## src/rtl/uparc_hilo_ctl_pkg.sv

```systemverilog
// HI/LO unit constants: op codes, sequencer states and the default register width.
// `UPARC_REG_WIDTH may be predefined by the build; it falls back to 32 here.
`ifndef UPARC_REG_WIDTH
`define UPARC_REG_WIDTH 32
`endif

package uparc_hilo_ctl_pkg;

  localparam logic [3:0] HILO_OP_NOP   = 4'd0;
  localparam logic [3:0] HILO_OP_MULT  = 4'd1;
  localparam logic [3:0] HILO_OP_MULTU = 4'd2;
  localparam logic [3:0] HILO_OP_MTHI  = 4'd3;
  localparam logic [3:0] HILO_OP_MTLO  = 4'd4;
  localparam logic [3:0] HILO_OP_MFHI  = 4'd5;
  localparam logic [3:0] HILO_OP_MFLO  = 4'd6;
  localparam logic [3:0] HILO_OP_MADD  = 4'd7;
  localparam logic [3:0] HILO_OP_MADDU = 4'd8;

  typedef enum logic [1:0] {
    ST_IDLE  = 2'd0,
    ST_START = 2'd1,
    ST_WAIT  = 2'd2
  } hilo_state_t;

endpackage

```

## src/rtl/uparc_hilo_ctl_if.sv

```systemverilog
// Execute-stage request bus into the HI/LO unit; busy holds the op in the pipeline.
interface uparc_hilo_ctl_if #(
  parameter int REG_W = `UPARC_REG_WIDTH
) ();

  logic             op_valid;
  logic [3:0]       op;
  logic [REG_W-1:0] rs_data;
  logic [REG_W-1:0] rt_data;
  logic             busy;
  logic [REG_W-1:0] rd_data;

  modport master (
    output op_valid, op, rs_data, rt_data,
    input  busy, rd_data
  );

  modport slave (
    input  op_valid, op, rs_data, rt_data,
    output busy, rd_data
  );

endinterface

```

## src/rtl/uparc_hilo_ctl.sv

```systemverilog
// HI/LO registers and sequencer for the external multi-cycle multiplier.
// Optional UPARC_HILO_MADD_EN adds MADD/MADDU accumulate into {hi,lo}.
module uparc_hilo_ctl
  import uparc_hilo_ctl_pkg::*;
#(
  parameter int REG_W = `UPARC_REG_WIDTH
) (
  input  logic               clk,
  input  logic               rst,
  uparc_hilo_ctl_if.slave    ex,
  output logic [REG_W-1:0]   mul_multiplicand,
  output logic [REG_W-1:0]   mul_multiplier,
  output logic               mul_signd,
  output logic               mul_start,
  input  logic               mul_ready,
  input  logic [2*REG_W-1:0] mul_product,
  output logic [REG_W-1:0]   hi,
  output logic [REG_W-1:0]   lo
);

  hilo_state_t state;
  logic        accept;
`ifdef UPARC_HILO_MADD_EN
  logic        acc_mode;
`endif

  assign ex.busy = (state != ST_IDLE);
  assign accept  = ex.op_valid && !ex.busy;

  always_comb begin
    ex.rd_data = '0;
    if (accept) begin
      if (ex.op == HILO_OP_MFHI)
        ex.rd_data = hi;
      else if (ex.op == HILO_OP_MFLO)
        ex.rd_data = lo;
    end
  end

  // Operands stay frozen from START until the product is written back.
  always_ff @(posedge clk) begin
    if (rst) begin
      state            <= ST_IDLE;
      hi               <= '0;
      lo               <= '0;
      mul_multiplicand <= '0;
      mul_multiplier   <= '0;
      mul_signd        <= 1'b0;
      mul_start        <= 1'b0;
`ifdef UPARC_HILO_MADD_EN
      acc_mode         <= 1'b0;
`endif
    end else begin
      case (state)
        ST_IDLE: begin
          if (accept) begin
            case (ex.op)
              HILO_OP_MTHI: hi <= ex.rs_data;
              HILO_OP_MTLO: lo <= ex.rs_data;
              HILO_OP_MULT, HILO_OP_MULTU: begin
                mul_multiplicand <= ex.rs_data;
                mul_multiplier   <= ex.rt_data;
                mul_signd        <= (ex.op == HILO_OP_MULT);
                mul_start        <= 1'b1;
                state            <= ST_START;
`ifdef UPARC_HILO_MADD_EN
                acc_mode         <= 1'b0;
`endif
              end
`ifdef UPARC_HILO_MADD_EN
              HILO_OP_MADD, HILO_OP_MADDU: begin
                mul_multiplicand <= ex.rs_data;
                mul_multiplier   <= ex.rt_data;
                mul_signd        <= (ex.op == HILO_OP_MADD);
                mul_start        <= 1'b1;
                acc_mode         <= 1'b1;
                state            <= ST_START;
              end
`endif
              default: ;
            endcase
          end
        end
        ST_START: begin
          mul_start <= 1'b0;
          state     <= ST_WAIT;
        end
        ST_WAIT: begin
          if (mul_ready) begin
`ifdef UPARC_HILO_MADD_EN
            if (acc_mode)
              {hi, lo} <= {hi, lo} + mul_product;
            else
              {hi, lo} <= mul_product;
`else
            {hi, lo} <= mul_product;
`endif
            state <= ST_IDLE;
          end
        end
        default: state <= ST_IDLE;
      endcase
    end
  end

endmodule

```

## src/flat_wrapper.sv

```systemverilog
// flat-port wrapper written by rule: the top's interface ports become plain ports
module uparc_hilo_ctl_flat import uparc_hilo_ctl_pkg::*;
#(
  parameter int REG_W = `UPARC_REG_WIDTH
)
  (clk, rst, mul_multiplicand, mul_multiplier, mul_signd, mul_start, mul_ready, mul_product, hi, lo, ex_op_valid, ex_op, ex_rs_data, ex_rt_data, ex_busy, ex_rd_data);
  uparc_hilo_ctl_if #(.REG_W(REG_W)) ex_i ();
  input  logic clk;
  input  logic rst;
  output logic [REG_W-1:0] mul_multiplicand;
  output logic [REG_W-1:0] mul_multiplier;
  output logic mul_signd;
  output logic mul_start;
  input  logic mul_ready;
  input  logic [2*REG_W-1:0] mul_product;
  output logic [REG_W-1:0] hi;
  output logic [REG_W-1:0] lo;
  input wire logic [$bits(ex_i.op_valid)-1:0] ex_op_valid;
  input wire logic [$bits(ex_i.op)-1:0] ex_op;
  input wire logic [$bits(ex_i.rs_data)-1:0] ex_rs_data;
  input wire logic [$bits(ex_i.rt_data)-1:0] ex_rt_data;
  output wire logic [$bits(ex_i.busy)-1:0] ex_busy;
  output wire logic [$bits(ex_i.rd_data)-1:0] ex_rd_data;
  assign ex_i.op_valid = ex_op_valid;
  assign ex_i.op = ex_op;
  assign ex_i.rs_data = ex_rs_data;
  assign ex_i.rt_data = ex_rt_data;
  assign ex_busy = ex_i.busy;
  assign ex_rd_data = ex_i.rd_data;
  uparc_hilo_ctl #(.REG_W(REG_W)) u_core (.clk(clk), .rst(rst), .ex(ex_i), .mul_multiplicand(mul_multiplicand), .mul_multiplier(mul_multiplier), .mul_signd(mul_signd), .mul_start(mul_start), .mul_ready(mul_ready), .mul_product(mul_product), .hi(hi), .lo(lo));
endmodule
```

## config.mk

```make
export PLATFORM = sky130hd
export DESIGN_NAME = uparc_hilo_ctl_flat
export DESIGN_NICKNAME = d
export VERILOG_FILES = /design/src/rtl/uparc_hilo_ctl_pkg.sv /design/src/rtl/uparc_hilo_ctl_if.sv /design/src/rtl/uparc_hilo_ctl.sv /design/src/flat_wrapper.sv
export SDC_FILE = /design/constraint.sdc
export NUM_CORES = 1
export LEC_CHECK = 0
export BUFFER_PORTS_ARGS = -buffer_cell sky130_fd_sc_hd__buf_2
export CORE_AREA = 2 2 117 119
export DETAILED_ROUTE_END_ITERATION = 16
export DIE_AREA = 0 0 119 121
export PLACE_DENSITY = 0.87
export SLEW_MARGIN = 20
export SYNTH_ARGS = -nofsm -noshare
export SYNTH_HDL_FRONTEND = slang
export SYNTH_SLANG_ARGS = --single-unit
```

## constraint.sdc

```tcl
create_clock -name clk -period 6.1 [get_ports clk]
set_clock_uncertainty 0.2 [all_clocks]
set_input_delay 0.61 -clock clk [delete_from_list [all_inputs] [get_ports clk]]
set_output_delay 0.61 -clock clk [all_outputs]
set_load 0.02 [all_outputs]
```

# == Word level (Yosys, flattened, before mapping) ==
# Index checks and enable logic that the tools add are counted.
# op_classes
n_eq_ne,13
n_reduce_logical,12
muxes,18
# ops
operator,count
2-to-1 mux 32 bit,9
case mux 32 bit (2 select lines),2
"equality test 4 x 3 -> 1 bit, second input constant",3
AND reduction 3 bit,3
"equality test 4 x 2 -> 1 bit, second input constant",2
"!= test 2 bit, second input constant",4
AND reduction 4 bit,2
2-to-1 mux 2 bit,3
case mux 2 bit (3 select lines),1
nonzero test 2 bit,3
"equality test 4 x 1 -> 1 bit, second input constant",1
"equality test 2 x 1 -> 1 bit, second input constant",1
"equality test 2 bit, second input constant",1
zero test 2 bit,1
2-to-1 mux 1 bit,2
"!= test 2 x 1 -> 1 bit, second input constant",1
case mux 1 bit (2 select lines),1
OR reduction 2 bit,1
logical AND 1 bit,1
zero test 1 bit,1
# word_totals
elab_cells,50
output_inout_bits,163
in_bits,136
regBits,132

# == Logic depth before layout (Yosys ltp) ==
# Gate-level depths: netlist (run 1).
# logic_depth
word_depth,5
depth_mapped,7
mapped_depth_nobuf,4

# == Worst setup path before layout (run 1) ==
# Ideal clock, no wire load.
# synth_timing
path_kind,input-to-output
start,input port ex_op[1]
end,output port ex_rd_data[10]
path_buffers,1
path_stages,5
setup_slack_ns,3.554
t_arrival_ns,1.736
t_required_ns,5.290
cell_sequence,nand2b_1 nor2_1 clkbuf_1 a22oi_1 nor2_1
# synth_via
elab_chain_cells,4
elab_cells_between_ends,5
cone_classes,2 x eq/ne; 3 x mux
# synth_lines
element,line_no,text
start: declaration,flat_wrapper.sv:19,input wire logic [$bits(ex_i.op)-1:0] ex_op;
equality test 4 x 3 -> 1 bit,uparc_hilo_ctl.sv:35,else if (ex.op == HILO_OP_MFLO)
2-to-1 mux 32 bit,uparc_hilo_ctl.sv:35,
2-to-1 mux 32 bit *,uparc_hilo_ctl.sv:33,if (ex.op == HILO_OP_MFHI)
2-to-1 mux 32 bit *,uparc_hilo_ctl.sv:32,if (accept) begin
end: declaration,flat_wrapper.sv:23,output wire logic [$bits(ex_i.rd_data)-1:0] ex_rd_data;
# Every way passes the cells marked *; elsewhere a longest branch is shown, timed or not.

# == Final worst setup path (run 1) ==
# layout_timing
start,input port ex_op[1]
end,output port ex_rd_data[12]
# Same word-level chain as after synthesis.

==> impl_metrics.json, run 1 <==
{
  "post-route-drc-count": 0,
  "vias": 6006,
  "reg2reg_depth": 5,
  "syn2layout_area_growth_pct": 38.8,
  "ys_types": 24,
  "drtIter0Drc": 491,
  "required_ns": 5.29,
  "min_period_over_period_pct": 51.8,
  "maxSlewHeadroom_pct": 38.0,
  "initial_core_util_pct": 42.0,
  "power_density_nw_per_um2": 272,
  "clock-root-buffer": "clkbuf_16",
  "holdPathStages": 3,
  "ios": 299,
  "numPortBuffers": 298,
  "max_clock_freq_mhz": 316,
  "grt_pass1_wl_um": 27900,
  "min_period_ns": 3.16,
  "vdd_drop_max_v": 0.000201,
  "cts_sinks": 132,
  "place_congestion": 0.872,
  "rsz0062_at_grt": "no",
  "die-area_um2": 14400,
  "layout.nets": 1100,
  "slowest_stage": "nor2_4",
  "arrival_ns": 2.35,
  "drt.antenna.violating_nets": 0,
  "fp-row-count": 42,
  "r2r-start": "u_core.state[1]",
  "r2r_slack_ns": 3.42,
  "wl_per_cell_um": 15.7,
  "crit_type": "in2out",
  "synth_area_leader_cell": "dfxtp_1",
  "grt-ovfl-total": 0,
  "antenna_cells": 0,
  "grt_max_degree": 69,
  "syn_inst": 700,
  "ys_seq_elements": 132,
  "cts_resized": 0,
  "fin_util_pct": 58.3,
  "max-cap-violations": 0,
  "antenna_found_initial": 1,
  "yosysWarnings": 0,
  "synth_common_cells": "dfxtp_1 (132), a21oi_1 (130), nand2_1 (129)",
  "clock_latency_ns": 0.41,
  "finalSetupTns_ns": 0,
  "crit_path_frequent_cell": "buf_2",
  "dr.pass1.iters": 5,
  "reg2reg_to": "u_core.lo[20]",
  "cts_htree_levels": 4,
  "place_area_um2": 7070,
  "cp_num_buf_inv": 2,
  "async_flop_share_pct": 0,
  "cp_cell_sequence": "buf_2, nand2b_1, nor2_4, a22oi_1, nor2_1, buf_2",
  "numCtsBuffers": 17,
  "hold_viol": 0,
  "endpoint_kind": "primary output",
  "p_leak_uw": 0.00338,
  "hp-class": "in2reg",
  "crit_family": "simple AND/OR/NAND/NOR gates",
  "synth-main-ff-cell": "dfxtp_1",
  "post_synth.cell_area_avg_um2": 7.85,
  "synth-edff-count": 0,
  "synth_fp_nets": 836,
  "yosys-top-cells-area": "dfxtp_1 (48%), a21oi_1 (12%), a211oi_1 (8.9%)",
  "core_um2": 13100,
  "grtUsageTotal_pct": 24.6,
  "crit_fanout": 32,
  "clock_path_buffers": 2,
  "die_w_um": 119,
  "cts_hold_buffers": 0,
  "via_per_inst": 5.21,
  "finalMaxSlewViolations": 0,
  "tightestPinTransition_ns": 0.928,
  "ys_seq_area_share_pct": 48.1,
  "routed_wirelength_um": 18100,
  "die_h_um": 121,
  "yosysMostFrequentCell": "dfxtp_1",
  "p_total_uw": 2070,
  "outcome": "finished clean",
  "dp_hpwl_um": 12700,
  "post_cts_buffers": 0,
  "setup_viol": 0,
  "syn_area_um2": 5500,
  "clk_pin_slew_ns": 0.06,
  "hold_start": "ex_rt_data[28]",
  "start_kind": "input pin",
  "critical-path-max-stage-delay_ns": 0.73,
  "cts_tree": "done",
  "grt_pass1_vias": 5578,
  "min_to": "u_core.mul_multiplier[28]",
  "final_area_um2": 7630,
  "cp.depth": 6,
  "synth_top_area_share_pct": 48.1,
  "drive_above_1_share_pct": 34.8
}
power by group:
| group | switching, uW | internal (uW) | leakage [uW] |
|---|---|---|---|
| registers | 16.1 | 885 | 0.00107 |
| logic | 128 | 79.8 | 0.00203 |
| clock network | 355 | 611 | 0.000277 |
cells in the final DEF, fill, tap and decap left out, types with 8 or more instances in the layout:
cell / instances
a21oi_1: 130
a211oi_1: 65
clkbuf_16: 17
nor2b_1: 33
nor2_1: 98
dfxtp_1: 132
nand2_1: 129
a22oi_1: 32
buf_2: 297
buf_4: 8
layer usage:
metal / vias to the layer above / share of wire [%] / global-route usage [%]
met4: 0 / 1.8 / 8.71
met5: - / 0 / 0
li1: 2946 / - / -
met3: 27 / 8.3 / 7.71
met1: 2733 / 41 / 29.4
met2: 300 / 49 / 41.7
worst max path at each step:
stage | startpoint | end
after floorplan | ex_op[1] | ex_rd_data[10]
after global placement | ex_op[1] | ex_rd_data[18]
after detailed placement | ex_op[1] | ex_rd_data[18]
after CTS | ex_op[1] | ex_rd_data[12]
after global routing | ex_op[3] | ex_rd_data[12]
final | ex_op[1] | ex_rd_data[12]
tightest hold or removal path, stage by stage:
cell and delay, ns:
buf_2 0.10, nand2_1 0.05, a21oi_1 0.05
flip-flops by register name (all words and copies together) (netlist names):
signal	flops
u_core.state	2
u_core.hi	32
u_core.mul_multiplier	32
u_core.mul_multiplicand	32
u_core.lo	32
u_core.mul_start	1
u_core.mul_signd	1
layout make-up:
cell class	count	area [um2]
clock buffer	27	513
sequential	132	2640
fill	1154	5450
inverter	2	7.51
tap	176	220
multi-input combinational	505	2640
clock inverter	4	45.0
timing repair buffer	306	1570
cells by family after synthesis:
family / Yosys count / synth area share (%)
AOI/OAI and AO/OA: 232 / 26.3
buffers and inverters: 63 / 4.76
DFF: 132 / 48.1
muxes: 1 / 0.182
and+or+nand+nor: 272 / 20.7
metrics by stage:
stage / setup slack (ns) / std cells / hold WS [ns]
final: 2.94 / 1152 / 0.230
after global routing: 2.83 / 1152 / 0.217
after CTS: 2.99 / 1152 / 0.217
after detailed placement: 3.02 / 1121 / 0.244
after global placement: 3.07 / 1120 / 0.238
after floorplan: 3.55 / 700 / 0.335
No activity file was read; power rests on OpenSTA's default activity.
==> run 2, diff against run 1 <==
- CORE_AREA: 2 2 117 119 -> unset
- CORE_ASPECT_RATIO: unset -> 0.9
- CORE_MARGIN: unset -> 2
- CORE_UTILIZATION: unset -> 40
- DIE_AREA: 0 0 119 121 -> unset
- clock period: 6.1 -> 2.9 ns (I/O delays scaled with it)
==> run 2 against run 1 <==
Effect of this change:
- final area increased by 14%
- utilization increased by 6.9 points
- critical path type is now reg2out
- sequential power increased by 110%
- largest cell class unchanged
- register-to-register slack got worse by 2.9 ns
- via count increased by 13%
- clock power increased by 130%
- clock-buffer cell count decreased by 3
- flip-flop and latch count unchanged
- hold slack got worse by 0.22 ns
==> impl_metrics.json, run 2 (synthesis results as in run 1) <==
{
  "p_leak_uw": 0.00383,
  "required_ns": 2.41,
  "finalMaxSlewViolations": 0,
  "reg2reg_to": "u_core.mul_multiplicand[6]",
  "dp_hpwl_um": 13200,
  "crit_type": "reg2out",
  "die_h_um": 115,
  "fin_util_pct": 65.2,
  "numPortBuffers": 298,
  "grt_pass1_vias": 6446,
  "cts_htree_levels": 4,
  "post_cts_buffers": 0,
  "endpoint_kind": "primary output",
  "antenna_found_initial": 0,
  "vdd_drop_max_v": 0.000383,
  "hold_start": "mul_product[28]",
  "place_area_um2": 7150,
  "tightestPinTransition_ns": 0.711,
  "wl_per_cell_um": 17.4,
  "core_um2": 13400,
  "final_cell_mix": "buf_2 (297), dfxtp_1 (132), a21oi_1 (130)",
  "setup_viol": 0,
  "grt-ovfl-total": 0,
  "r2r-start": "u_core.state[0]",
  "hold_viol": 0,
  "crit_end": "ex_rd_data[21]",
  "drtIter0Drc": 643,
  "clock-root-buffer": "clkbuf_16",
  "outcome": "finished clean",
  "grt_max_degree": 67,
  "p_total_uw": 4680,
  "numCtsBuffers": 17,
  "arrival_ns": 2.17,
  "rsz0062_at_grt": "no",
  "drt.antenna.violating_nets": 0,
  "clk_pin_slew_ns": 0.06,
  "grtUsageTotal_pct": 28.5,
  "critPathLaunch": "u_core.state[0]",
  "start_kind": "register",
  "die-area_um2": 14700,
  "max-cap-violations": 0,
  "die_w_um": 128,
  "syn2layout_area_growth_pct": 58.5,
  "initial_core_util_pct": 41.1,
  "drive_above_1_share_pct": 32.5,
  "clock_latency_ns": 0.41,
  "crit_fanout": 25,
  "vias": 6776,
  "hp-class": "in2reg",
  "via_per_inst": 5.43,
  "fillers": 1035,
  "layout_commonest_cell": "buf_2",
  "dr.pass1.iters": 5,
  "power_density_nw_per_um2": 538,
  "min_period_over_period_pct": 91.8,
  "ios": 299,
  "reg2reg_depth": 5,
  "layout.nets": 1201,
  "clock_path_buffers": 2,
  "finalSetupTns_ns": 0,
  "cts_sinks": 132,
  "post-route-drc-count": 0,
  "fp-row-count": 40,
  "min_period_ns": 2.66,
  "r2r_slack_ns": 0.51,
  "maxSlewHeadroom_pct": 52.6,
  "final_area_um2": 8710,
  "cts_tree": "done",
  "place_congestion": 0.886,
  "max_clock_freq_mhz": 376,
  "grt_pass1_wl_um": 32600,
  "routed_wirelength_um": 21700
}
==> run 2: changes by cell type in the layout (fill, tap and decap cells not counted) <==
cell / delta
bufinv_16: +2
clkinv_2: -1
dlygate4sd3_1: +94
clkbuf_8: -1
clkbuf_1: -2
buf_12: +3
clkinvlp_4: +3
buf_4: +4
diode_2: +1
==> run 2: stage by stage <==
| stage | hold WS [ns] | cells | worst slack (ns) |
|---|---|---|---|
| 2_1_floorplan | 0.226 | 700 | 0.890 |
| 3_3_place_gp | 0.238 | 1120 | 0.598 |
| 3_5_place_dp | 0.243 | 1120 | 0.549 |
| 4_1_cts | 0.000209 | 1246 | 0.205 |
| 5_1_grt | 0.00417 | 1246 | 0.170 |
| 6_report | 0.0149 | 1247 | 0.237 |
==> run 2: final cells by class <==
| class | count | area [um2] | share of cell area (%) |
|---|---|---|---|
| Clock inverter | 8 | 123 | 1.41 |
| Sequential cell | 132 | 2640 | 30.3 |
| Antenna cell | 1 | 2.50 | 0.0287 |
| Clock buffer | 24 | 492 | 5.64 |
| Multi-Input combinational cell | 505 | 2640 | 30.3 |
| Tap cell | 168 | 210 | 2.41 |
| Inverter | 2 | 7.51 | 0.0862 |
| Timing Repair Buffer | 407 | 2600 | 29.8 |
==> run 2: how the worst min path moves through the flow <==
stage / end / slack, ns / depth (start not counted)
2_1_floorplan: u_core.mul_multiplicand[0] / 0.23 / 2
3_3_place_gp: u_core.mul_multiplier[8] / 0.24 / 2
3_5_place_dp: u_core.mul_multiplicand[0] / 0.24 / 2
4_1_cts: u_core.hi[6] / 0.0002 / 3
5_1_grt: u_core.hi[26] / 0.004 / 3
6_report: u_core.lo[28] / 0.01 / 3
==> run 2: worst max-delay path: stages (launching register included) <==
cell and delay, ns:
dfxtp_1 0.40, or3b_1 0.60, buf_4 0.34, nor2_1 0.21, buf_2 0.20
==> run 2: layer usage <==
layer  wire [um]  GRT usage [%]
met1        7990           30.5
met2       11200           52.0
met3        1820           7.77
met4         762           14.5
met5           0              0
==> run 2: what timing repair did <==
action                     in CTS  in global routing
setup endpoints to repair       0                  0
hold endpoints to repair       94                  0
hold buffers                   94                  0
resized for setup               0                  0
==> run 2: where the power goes <==
group          total (uW)  leakage (uW)  internal, uW  switching (uW)
Clock                2230      0.000292          1440             785
Sequential           1900       0.00107          1860            33.6
Combinational         562       0.00247           257             305
